==> src/rtl/snake_pkg.sv <==
// Shared screen geometry, field widths and arbiter FSM encoding for the
// snake game's framebuffer drawing path.
package snake_pkg;

  localparam int XSCREEN_DEF = 160;
  localparam int YSCREEN_DEF = 120;

  localparam int X_W     = 8;
  localparam int Y_W     = 7;
  localparam int COLOR_W = 9;
  localparam int DIM_W   = 4;

  typedef enum logic [1:0] {
    ST_IDLE = 2'd0,
    ST_FILL = 2'd1,
    ST_DONE = 2'd2
  } arb_state_e;

endpackage

==> src/rtl/rect_fill_engine.sv <==
// Streams one latched rectangle in raster order, one pixel per clock, with
// off-screen pixels suppressed; start clears the counters, last flags the final pixel.
module rect_fill_engine
  import snake_pkg::*;
#(
  parameter int XSCREEN = XSCREEN_DEF,
  parameter int YSCREEN = YSCREEN_DEF
) (
  input  logic               clk,
  input  logic               resetn,
  input  logic               start,
  input  logic               run,
  input  logic [X_W-1:0]     x0,
  input  logic [Y_W-1:0]     y0,
  input  logic [DIM_W-1:0]   w,
  input  logic [DIM_W-1:0]   h,
  input  logic [COLOR_W-1:0] color,
  output logic               last,
  output logic [X_W-1:0]     vga_x,
  output logic [Y_W-1:0]     vga_y,
  output logic [COLOR_W-1:0] vga_color,
  output logic               vga_write
);

  localparam logic [X_W:0]       X_LIM   = XSCREEN[X_W:0];
  localparam logic [Y_W:0]       Y_LIM   = YSCREEN[Y_W:0];
  localparam logic [DIM_W-1:0]   DIM_ONE = 1;

  logic [DIM_W-1:0]   px_q, px_d, py_q, py_d;
  logic [X_W-1:0]     vga_x_q, vga_x_d;
  logic [Y_W-1:0]     vga_y_q, vga_y_d;
  logic [COLOR_W-1:0] vga_color_q, vga_color_d;
  logic               vga_write_q, vga_write_d;
  logic [X_W:0]       x_sum;
  logic [Y_W:0]       y_sum;

  // One extra bit on each sum so a rectangle hanging off the right or
  // bottom edge is clipped instead of wrapping to column/row 0.
  assign x_sum = {1'b0, x0} + {{(X_W + 1 - DIM_W){1'b0}}, px_q};
  assign y_sum = {1'b0, y0} + {{(Y_W + 1 - DIM_W){1'b0}}, py_q};
  assign last  = run && (px_q == w - DIM_ONE) && (py_q == h - DIM_ONE);

  always_comb begin
    px_d        = px_q;
    py_d        = py_q;
    vga_x_d     = vga_x_q;
    vga_y_d     = vga_y_q;
    vga_color_d = vga_color_q;
    vga_write_d = 1'b0;
    if (start) begin
      px_d = '0;
      py_d = '0;
    end else if (run) begin
      vga_x_d     = x_sum[X_W-1:0];
      vga_y_d     = y_sum[Y_W-1:0];
      vga_color_d = color;
      vga_write_d = (x_sum < X_LIM) && (y_sum < Y_LIM);
      if (px_q == w - DIM_ONE) begin
        px_d = '0;
        py_d = py_q + DIM_ONE;
      end else begin
        px_d = px_q + DIM_ONE;
      end
    end
  end

  always_ff @(posedge clk) begin
    if (!resetn) begin
      px_q        <= '0;
      py_q        <= '0;
      vga_x_q     <= '0;
      vga_y_q     <= '0;
      vga_color_q <= '0;
      vga_write_q <= 1'b0;
    end else begin
      px_q        <= px_d;
      py_q        <= py_d;
      vga_x_q     <= vga_x_d;
      vga_y_q     <= vga_y_d;
      vga_color_q <= vga_color_d;
      vga_write_q <= vga_write_d;
    end
  end

  assign vga_x     = vga_x_q;
  assign vga_y     = vga_y_q;
  assign vga_color = vga_color_q;
  assign vga_write = vga_write_q;

endmodule

==> src/rtl/pixel_write_arbiter.sv <==
// Arbitrates filled-rectangle commands from several clients onto the single
// framebuffer write port. Define ARB_ROUND_ROBIN_EN for rotating priority.
module pixel_write_arbiter
  import snake_pkg::*;
#(
  parameter int NUM_REQ = 3,
  parameter int XSCREEN = XSCREEN_DEF,
  parameter int YSCREEN = YSCREEN_DEF
) (
  input  logic                       Clock,
  input  logic                       Resetn,
  input  logic [NUM_REQ-1:0]         req,
  input  logic [X_W*NUM_REQ-1:0]     req_x,
  input  logic [Y_W*NUM_REQ-1:0]     req_y,
  input  logic [DIM_W*NUM_REQ-1:0]   req_w,
  input  logic [DIM_W*NUM_REQ-1:0]   req_h,
  input  logic [COLOR_W*NUM_REQ-1:0] req_color,
  output logic [NUM_REQ-1:0]         grant,
  output logic [NUM_REQ-1:0]         done,
  output logic                       busy,
  output logic [X_W-1:0]             VGA_x,
  output logic [Y_W-1:0]             VGA_y,
  output logic [COLOR_W-1:0]         VGA_color,
  output logic                       VGA_write
);

  localparam int IDX_W = (NUM_REQ > 1) ? $clog2(NUM_REQ) : 1;

  arb_state_e           state_q, state_d;
  logic [NUM_REQ-1:0]   grant_q, grant_d, done_q, done_d;
  logic [X_W-1:0]       x_q, x_d;
  logic [Y_W-1:0]       y_q, y_d;
  logic [DIM_W-1:0]     w_q, w_d, h_q, h_d;
  logic [COLOR_W-1:0]   color_q, color_d;
  logic [IDX_W-1:0]     sel;
  logic                 found;
  logic                 start, run, last;
  int                   base_idx, scan_idx;

`ifdef ARB_ROUND_ROBIN_EN
  logic [IDX_W-1:0] ptr_q, ptr_d, winner_q, winner_d;
  assign base_idx = int'(ptr_q);
`else
  assign base_idx = 0;
`endif

  // Scan upward from the base index, wrapping, and take the first requester.
  always_comb begin
    sel      = '0;
    found    = 1'b0;
    scan_idx = 0;
    for (int off = 0; off < NUM_REQ; off++) begin
      scan_idx = base_idx + off;
      if (scan_idx >= NUM_REQ) scan_idx = scan_idx - NUM_REQ;
      if (!found && req[scan_idx[IDX_W-1:0]]) begin
        found = 1'b1;
        sel   = scan_idx[IDX_W-1:0];
      end
    end
  end

  always_comb begin
    state_d = state_q;
    grant_d = grant_q;
    done_d  = '0;
    x_d     = x_q;
    y_d     = y_q;
    w_d     = w_q;
    h_d     = h_q;
    color_d = color_q;
    start   = 1'b0;
    run     = 1'b0;
`ifdef ARB_ROUND_ROBIN_EN
    ptr_d    = ptr_q;
    winner_d = winner_q;
`endif
    case (state_q)
      ST_IDLE: begin
        // The cycle that carries the done pulse is a dead cycle so the owner
        // has time to drop its request before it is seen as a new command.
        if (found && (done_q == '0)) begin
          x_d     = req_x[sel*X_W +: X_W];
          y_d     = req_y[sel*Y_W +: Y_W];
          w_d     = req_w[sel*DIM_W +: DIM_W];
          h_d     = req_h[sel*DIM_W +: DIM_W];
          color_d = req_color[sel*COLOR_W +: COLOR_W];
          grant_d = NUM_REQ'(1) << sel;
          start   = 1'b1;
`ifdef ARB_ROUND_ROBIN_EN
          winner_d = sel;
`endif
          if ((req_w[sel*DIM_W +: DIM_W] == '0) || (req_h[sel*DIM_W +: DIM_W] == '0))
            state_d = ST_DONE;
          else
            state_d = ST_FILL;
        end
      end
      ST_FILL: begin
        run = 1'b1;
        if (last) state_d = ST_DONE;
      end
      ST_DONE: begin
        done_d  = grant_q;
        grant_d = '0;
        state_d = ST_IDLE;
`ifdef ARB_ROUND_ROBIN_EN
        ptr_d = (winner_q == IDX_W'(NUM_REQ - 1)) ? '0 : winner_q + IDX_W'(1);
`endif
      end
      default: state_d = ST_IDLE;
    endcase
  end

  always_ff @(posedge Clock) begin
    if (!Resetn) begin
      state_q <= ST_IDLE;
      grant_q <= '0;
      done_q  <= '0;
      x_q     <= '0;
      y_q     <= '0;
      w_q     <= '0;
      h_q     <= '0;
      color_q <= '0;
`ifdef ARB_ROUND_ROBIN_EN
      ptr_q    <= '0;
      winner_q <= '0;
`endif
    end else begin
      state_q <= state_d;
      grant_q <= grant_d;
      done_q  <= done_d;
      x_q     <= x_d;
      y_q     <= y_d;
      w_q     <= w_d;
      h_q     <= h_d;
      color_q <= color_d;
`ifdef ARB_ROUND_ROBIN_EN
      ptr_q    <= ptr_d;
      winner_q <= winner_d;
`endif
    end
  end

  rect_fill_engine #(
    .XSCREEN(XSCREEN),
    .YSCREEN(YSCREEN)
  ) u_fill (
    .clk      (Clock),
    .resetn   (Resetn),
    .start    (start),
    .run      (run),
    .x0       (x_q),
    .y0       (y_q),
    .w        (w_q),
    .h        (h_q),
    .color    (color_q),
    .last     (last),
    .vga_x    (VGA_x),
    .vga_y    (VGA_y),
    .vga_color(VGA_color),
    .vga_write(VGA_write)
  );

  assign grant = grant_q;
  assign done  = done_q;
  assign busy  = (state_q != ST_IDLE);

endmodule

==> config.mk <==
export PLATFORM = sky130hd
export DESIGN_NAME = pixel_write_arbiter
export DESIGN_NICKNAME = d
export VERILOG_FILES = /design/src/rtl/snake_pkg.sv /design/src/rtl/rect_fill_engine.sv /design/src/rtl/pixel_write_arbiter.sv
export SDC_FILE = /design/constraint.sdc
export NUM_CORES = 1
export LEC_CHECK = 0
export CORE_ASPECT_RATIO = 0.5
export CORE_MARGIN = 5
export CORE_UTILIZATION = 49
export DETAILED_ROUTE_END_ITERATION = 8
export PLACE_DENSITY = 0.85
export SLEW_MARGIN = 20
export SYNTH_ARGS = -nofsm -noshare
export SYNTH_HDL_FRONTEND = slang
export SYNTH_SLANG_ARGS = --single-unit
==> constraint.sdc <==
create_clock -name Clock -period 3.3 [get_ports Clock]
set_input_delay 0.495 -clock Clock [delete_from_list [all_inputs] [get_ports Clock]]
set_output_delay 0.495 -clock Clock [all_outputs]
set_load 0.01 [all_outputs]
# After elaboration in Yosys (flattened, before gate mapping)
# Index checks and enable logic that the tools add are counted.
# Widths: inputs -> output; s select.
# op_classes
n_div	0
eq_ne	6
bitwise	3
n_mux	15
n_addsub	6
magnitude_cmp	2
shift	6
multipliers	2
reduce_logical	23
# ops
op	count
$shiftx 27x7->9	1
$shiftx 12x5->4	2
$shiftx 24x6->8	1
$shiftx 21x6->7	1
$reduce_and 2->1	6
$add 8x4->9	1
$lt 9x8->1 const B	1
$add 4x1->4 const B	2
$add 7x4->8	1
$eq 4x4->1	2
$logic_not 4->1	2
$lt 8x7->1 const B	1
$mux 2	4
$sub 4x1->4 const B	2
$mux 1	7
$logic_and 1x1->1	6
$mul 2x4->6 const B	1
$pmux 3 s2	1
$mul 2x3->5 const B	1
$mux 4	1
$ne 2x2->1 const B	2
$pmux 2 s2	1
$reduce_bool 2->1	2
$logic_not 3->1	1
other kinds (10)	13
# totals
mem_bits_rw	0
elab_cells	77
latchBits	0
memories	0
reg_bits	73
rom_bits	0

# Logic depth before layout (Yosys ltp)
# Gate-level depths: netlist (run 1).
# depth
word_depth	13
ltp_mapped	8
ltp_nobuf	8

# By module
# A second synthesis (run 1) with hierarchy kept.
# hier_totals
hier_cells	462
hier_area_um2	3867.5
# by_module_without_submodules
module	area_each_um2	instances	cells_each	seq_area_each_um2
pixel_write_arbiter	1986.9	1	243	800.8
rect_fill_engine	1880.6	1	219	660.6

# Least setup slack after synthesis (run 1)
# OpenSTA, ideal clock, no wires.
# synth_path
path_type	input to register
startpoint	in req[1]
endpoint	reg state_q[1]
path_buffers	2
t_required_ps	3197
cell_stages	6
setup_slack_ps	1413
arrival_ps	1783
setup_time_ps	103
path_cell_list	buf_6 > buf_6 > or4b_4 > o221ai_2 > nand4_2 > a2111oi_2
# synth_between
elab_chain_cells	11
word_cells_on_any_way	18
classes_between	eq/ne: 1; shift: 2; mux: 7; reduce/logical: 8
# synth_lines
item	line_no	text
start: declaration	pixel_write_arbiter.sv:12	input logic [NUM_REQ-1:0] req,
$logic_and 1x1->1 (*)	pixel_write_arbiter.sv:55	if (!found && req[scan_idx[IDX_W-1:0]]) begin
$mux 1	pixel_write_arbiter.sv:55	
$logic_not 1->1	pixel_write_arbiter.sv:55	
$logic_and 1x1->1	pixel_write_arbiter.sv:55	
$mux 2	pixel_write_arbiter.sv:55	
$shiftx 12x5->4	pixel_write_arbiter.sv:92	if ((req_w[sel*DIM_W +: DIM_W] == '0) || (req_h[sel*DIM_W +: DIM_W] == '0))
$logic_not 4->1	pixel_write_arbiter.sv:92	
$logic_or 1x1->1	pixel_write_arbiter.sv:92	
$mux 2	pixel_write_arbiter.sv:92	
$mux 2	pixel_write_arbiter.sv:81	if (found && (done_q == '0)) begin
$pmux 2 s2	pixel_write_arbiter.sv:77	case (state_q)
end signal: assignment	pixel_write_arbiter.sv:129	state_q <= state_d;
end: declaration	pixel_write_arbiter.sv:29	arb_state_e state_q, state_d;
# Mark *: on every way between the ends. The rest lies on a longest branch, timed or not. The select of a mux whose other input is x is not followed.
# A chain may end at the register's enable or synchronous reset.

# Worst setup path after layout (run 1)
# layout_path
startpoint	in req[0]
endpoint	reg state_q[1]
# layout_between
elab_chain_cells	13
word_cells_on_any_way	20
classes_between	eq/ne: 1; shift: 2; mux: 8; reduce/logical: 9
# layout_lines
item	line_no
$mux 1 (*)	pixel_write_arbiter.sv:55
$logic_not 1->1	pixel_write_arbiter.sv:55
$logic_and 1x1->1	pixel_write_arbiter.sv:55
$mux 1	pixel_write_arbiter.sv:55
$logic_not 1->1	pixel_write_arbiter.sv:55
$logic_and 1x1->1	pixel_write_arbiter.sv:55
$mux 2	pixel_write_arbiter.sv:55
$shiftx 12x5->4	pixel_write_arbiter.sv:92
$logic_not 4->1	pixel_write_arbiter.sv:92
$logic_or 1x1->1	pixel_write_arbiter.sv:92
$mux 2	pixel_write_arbiter.sv:92
$mux 2	pixel_write_arbiter.sv:81
$pmux 2 s2	pixel_write_arbiter.sv:77
# Marked as above.

==> results of run 1 <==
-- how the worst min path moves through the flow --
stage,startpoint,end,slack (ns)
floorplan,color_q[1],color_q[1],0.43
global placement,color_q[3],u_fill.vga_color[3],0.44
detailed placement,color_q[8],color_q[8],0.44
CTS,color_q[8],color_q[8],0.45
global route,u_fill.vga_x[3],u_fill.vga_x[3],0.46
finish,u_fill.vga_y[2],u_fill.vga_y[2],0.45
-- sequential cells by signal, summed over array words and instances, names as in the netlist --
| name | count |
|---|---|
| grant | 3 |
| state_q | 2 |
| u_fill.vga_x | 8 |
| u_fill.px_q | 4 |
| w_q | 4 |
| u_fill.vga_color | 9 |
| u_fill.vga_y | 7 |
| x_q | 8 |
| color_q | 9 |
| h_q | 4 |
| done | 3 |
| y_q | 7 |
| u_fill.vga_write | 1 |
| u_fill.py_q | 4 |
-- stage by stage --
step / hold slack, ns / cell area (um^2) / worst slack, ns / std cells / util, %
after floorplan: 0.432 / 3880 / 1.41 / 501 / -
after global placement: 0.437 / 5290 / 0.793 / 716 / 70.3
after detailed placement: 0.443 / 5290 / 0.658 / 716 / 70.3
after CTS: 0.451 / 5620 / 1.03 / 732 / 74.8
after global routing: 0.464 / 5620 / 0.821 / 732 / 74.8
final: 0.450 / 5620 / 1.04 / 732 / 74.8
-- layer usage --
metal | part of all wire [%] | GRT usage (%)
met5 | 0 | 0
met2 | 48 | 39.0
met4 | 1.4 | 6.48
met3 | 6.3 | 5.92
met1 | 44 | 26.9
-- area by class of cell --
class	count	area, um^2
multi-input cells	377	2220
inverters	16	60.1
fillers	562	1890
clock buffers	11	233
clock inverters	5	104
flip-flops and latches	73	1460
well taps	108	135
repair buffers	142	1410
-- kinds of logic (layout without fill, tap and decap cells) --
logic type / after synthesis / count (layout) / share of synthesized area [%]
simple gates: 194 / 194 / 22.5
compound gates: 147 / 147 / 23.8
flops: 73 / 73 / 37.6
buf+inv: 51 / 174 / 5.44
xor+xnor: 21 / 21 / 5.44
fa+ha+maj: 14 / 14 / 4.90
mux: 1 / 1 / 0.258
-- report_power, final --
part | switching, mW | internal [mW] | leakage, nW | total (mW)
clock network | 0.354 | 0.738 | 0.164 | 1.09
registers | 0.130 | 1.05 | 0.597 | 1.18
logic | 0.622 | 0.536 | 1.36 | 1.16
-- critical path: cells and delay by family --
kind            cells  cell delay [ns]
compound gates      3             0.92
buf+inv             2             0.93
simple gates        1             0.17
-- cell usage after synthesis (all sizes together), types with 2 or more instances --
master	count
or2	2
xnor2	9
inv	16
dfxtp	73
o21bai	3
xnor3	2
o311a	2
nor2b	3
ha	12
nor3	9
o221ai	8
a21oi	56
buf	7
and2	4
clkbuf	28
fa	2
xor2	10
a22oi	28
o21ai	32
nor2	40
nand2	108
or3	3
a211oi	6
nand2b	4
nand4	4
or4b	8
nand3	7
==> metrics.md, run 1 <==
| Metric | Value |
|---|---|
| Power, Total | around 3.4 mW |
| Sequential element share of the synthesized area | between 30% and 40% |
| Critical path class | input pin to register |
| Io pins | roughly 130 |
| Hold path depth | 2 |
| Initial antenna violation count | 0 |
| Commonest non-fill, non-tap cell in the layout | clkdlybuf4s50_1 |
| Launch point of the critical path | req[0] |
| Ant diodes | 0 |
| TritonCTS Sinks | between 70 and 80 |
| Worst setup SP type | input pin |
| Nets | 734 |
| Grt ovf | 0 |
| Async SR Flop Fraction | 0% |
| Site row count | 22 |
| Crit-path cells | clkdlybuf4s50_1 > buf_4 > o21ba_2 > o221ai_1 > nand4_2 > a2111oi_2 |
| DRC Markers | 0 |
| GR Util All Layers | ~22% |
| Reg clk slew, reported paths | 0.06 ns |
| Worst stage delay on the critical path | between 0.6 and 0.7 ns |
| Vias in the first global route | ~3,800 |
| Fin. Hold Viols | 0 |
| Leakage | approximately 2.1 nW |
| Min Tclk post-route | between 2 and 2.5 ns |
| Wire length of the first global-routing pass | ~18,000 um |
| Synthesized flop and latch total | 73 |
| Post-DR vias/cell | between 5 and 6 |
| Core area | 0.00751 mm^2 |
| RSZ-0062 raised after global routing | no |
| Share of cells above drive strength 1 | approximately 5.8% |
| Synth Flop Type | dfxtp_1 |
| Worst Path Arrival | around 2.5 ns |
| CTS tree | yes |
| Post-synth EDFFs | 0 |
| Max-cap violations | 0 |
| IO buf count | around 130 |
| Hold WC Path Type | register to register |
| Initial Util | about half |
| Crit end category | register |
| Post-synth net total | 616 |
| R2R depth | 8 |
| Via count | slightly below 4,000 |
| Synthesized cell area | around 0.004 mm^2 |
| Crit share post-route | 68.6% |
| Ys Warns | 0 |
| Clock root buffer | clkbuf_16 |
| Routed WL per cell | 14.8 um |
| Commonest non-fill, non-tap cells in the layout | 132 x clkdlybuf4s50_1, 107 x nand2_1, 73 x dfxtp_1 |
| # H-tree levels | 3 |
| DRT Pass-1 Iters | 4 |
| Worst-path fanout max | 29 |
| Die Span Y | between 70 and 80 um |
| Post-Route WL | ~11,000 um |
| DRT iter0 DRCs | 195 |
| Post CTS Setup Buffer Count | 0 |
| R2R Setup Slk | ~1.1 ns |
| Layout Skew | 0.00389 ns |
| Setup TNS | 0 ns |
| Reg2reg end | u_fill.vga_x[6] |
| Area delta synth->final | 44.7% |
| Cells after Synth | about 500 |
| CP required | ~3.5 ns |
| Slew Limit Fails | 0 |
| DP Wirelength | about 8300 um |
| Power per Cell Area | 610 mW/mm^2 |
| Status | completed |
| Full die area | 0.00992 mm^2 |
| CP max stage cell | clkdlybuf4s50_1 |
| Final setup fails | 0 |
| Fmax | 442 MHz |
| Syn_area_per_cell | slightly below 8 um^2 |
| Routability cong. | between 0.9 and 1 |
| Netlist cell types | between 50 and 60 |
| Critical Path End | state_q[1] |
| Pin count of the biggest net entering global routing | 30 |
| Share of the synthesized area in the top cell type | 37.6% |
| Synth top area cells | dfxtp_1 38%, nand2_1 10%, a21oi_1 7.2%, a22oi_1 5.4%, ha_1 3.9% |
| Hold_buf cts | 0 |
| Final ANT Viol Nets | 0 |
| Worst r2r src | u_fill.px_q[0] |
| Slew margin rel. | between 30% and 40% |
| Clock latency at the later pin of the worst-skew pair | 0.33 ns |
| Num CTS Buffers | 9 |
| Maximum vdd ir drop | about 0.33 mV |
| Resize count post-CTS | 0 |
| Worst Tran Pin Value | slightly below 1 ns |
| Clock Path Buffers | 2 |
| Area leader, netlist | dfxtp_1 |
| Die W | 136 um |
(Power assumes the default switching activity.)
==> run 2: changes to the inputs <==
Settings changed: CORE_UTILIZATION 49 to 41, PLACE_DENSITY 0.85 to 0.76.
Clock period 3.3 ns to 1.8 ns, I/O delays scaled along.
==> metrics.md, run 2 (synthesized netlist as in run 1, its figures left out) <==
| Metric | Value |
|---|---|
| Post-DR vias/cell | about 5.3 |
| Non-Filler Instances | approximately 780 |
| Slew margin rel. | between 70% and 80% |
| DP Wirelength | around 8900 um |
| Hold path depth | 2 |
| DRT Pass-1 Iters | 6 |
| Vias in the first global route | 4,055 |
| # fillers | 767 |
| Setup slack after layout | -0.0227 ns |
| Status | finished, violations left |
| Wire length of the first global-routing pass | ~19,000 um |
| Site row count | 25 |
| Commonest non-fill, non-tap cell in the layout | clkdlybuf4s50_1 |
| Post-Place Cells | 767 |
| GR Util All Layers | 20.1% |
| CTS tree | yes |
| Worst-path fanout max | 3 |
| WL met1 | 4970 um |
| Routed WL per cell | 15.3 um |
| Reg2reg end | u_fill.vga_write |
| Critical path class | register to register |
| Area delta synth->final | 56.8% |
| Post-layout util | between 60% and 70% |
| Crit share post-route | 101% |
| Ant diodes | 0 |
| Setup TNS | -0.0227 ns |
| Worst setup SP type | register |
| Post-Route WL | about 12,000 um |
| Hold_buf cts | 0 |
| Die W | roughly 150 um |
| Min Tclk post-route | around 1.8 ns |
| DRC Markers | 0 |
| Hold_ws | ~0.45 ns |
| Failing checks | negative setup slack |
| IO buf count | between 100 and 150 |
| Worst r2r src | u_fill.py_q[0] |
| Clock Path Buffers | 2 |
| Slew Limit Fails | 0 |
| Power per Cell Area | about 1100 mW/mm^2 |
| Worst Path Arrival | just over 2 ns |
| Max layer used | met4 |
| Met2 WL post-DR | 5990 um |
| Initial Util | approximately two fifths |
| CP required | 2.01 ns |
| Final ANT Viol Nets | 0 |
| Hold_sp | color_q[7] |
| Via count | ~4,100 |
| Final instance area | around 0.0061 mm^2 |
| Area of the multi-input gates | around 0.0024 mm^2 |
| Final setup fails | 1 |
| Leakage | 2.33 nW |
| Max-cap violations | 0 |
| TritonCTS Sinks | 73 |
| Num CTS Buffers | 9 |
| Maximum vdd ir drop | around 0.76 mV |
| Clock root buffer | clkbuf_16 |
| Io pins | 133 |
| Initial antenna violation count | 0 |
| DR WL met3 | slightly above 800 um |
| DRT iter0 DRCs | 133 |
| Share of cells above drive strength 1 | ~16% |
| Nets | a little under 800 |
| DP Area | between 0.005 and 0.006 mm^2 |
| Clock latency at the later pin of the worst-skew pair | between 0.3 and 0.4 ns |
| Layout Skew | roughly 0.0045 ns |
| Pin count of the biggest net entering global routing | roughly 40 |
| R2R depth | 8 |
| Die Span Y | between 70 and 80 um |
| Reg clk slew, reported paths | approximately 0.05 ns |
| Grt ovf | 0 |
| Full die area | about 0.012 mm^2 |
| Routability cong. | ~0.83 |
| Hold EP | u_fill.vga_color[7] |
| Hold WC Path Type | register to register |
| Core area | 0.00935 mm^2 |
| Fmax | between 500 and 600 MHz |
| # H-tree levels | 3 |
| Reg area | about 0.0015 mm^2 |
| Commonest non-fill, non-tap cells in the layout | 128 x clkdlybuf4s50_1, 107 x nand2_1, 62 x dfxtp_1 |
| Worst Tran Pin Value | around 0.42 ns |
| R2R Setup Slk | -0.02 ns |
| Power, Total | around 6.4 mW |
| RSZ-0062 raised after global routing | yes |
| Pre-CTS WS | -0.400 ns |
| Crit end category | register |
| Fin. Hold Viols | 0 |
[run 2: cell type report]
class | instances | area share, %
Sequential cell | 73 | 24.3
Clock buffer | 11 | 3.99
Tap cell | 121 | 2.49
Multi-Input combinational cell | 377 | 38.7
Clock inverter | 5 | 0.904
Timing Repair Buffer | 181 | 28.6
Inverter | 16 | 0.986
[run 2: power by group]
group | switching, mW | leakage [nW] | internal (mW)
registers | 0.224 | 0.602 | 1.93
clock network | 0.661 | 0.142 | 1.10
logic | 1.28 | 1.59 | 1.23
[run 2: repair_timing]
action | CTS | global route
endpoints found under the setup margin | 22 | 11
cloned | 0 | 0
setup buffers | 0 | 1
pin swaps | 8 | 6
gates resized for setup | 23 | 20
[run 2: per-layer routing]
layer	vias to the layer above	GRT usage (%)
met1	1925	23.0
met5	-	0
met2	121	36.7
met4	0	5.30
met3	17	6.10
li1	2061	-
[run 2: worst max-delay path by stage]
| stage | startpoint | end | slack [ns] | cells past startpoint |
|---|---|---|---|---|
| floorplan | u_fill.py_q[0] | u_fill.vga_write | 0.001 | 8 |
| global placement | req[1] | color_q[1] | -0.32 | 8 |
| detailed placement | req[1] | state_q[1] | -0.40 | 5 |
| CTS | u_fill.py_q[0] | u_fill.vga_write | -0.009 | 8 |
| global route | u_fill.py_q[0] | u_fill.vga_write | -0.09 | 8 |
| finish | u_fill.py_q[0] | u_fill.vga_write | -0.02 | 8 |
[run 2: critical path, stage by stage (launching register included)]
cell and delay (ns):
dfxtp_4 0.38, ha_4 0.14, inv_2 0.03, fa_2 0.34
nor2b_2 0.15, o21a_1 0.17, or3_4 0.14, nand3_2 0.06
o311a_1 0.31
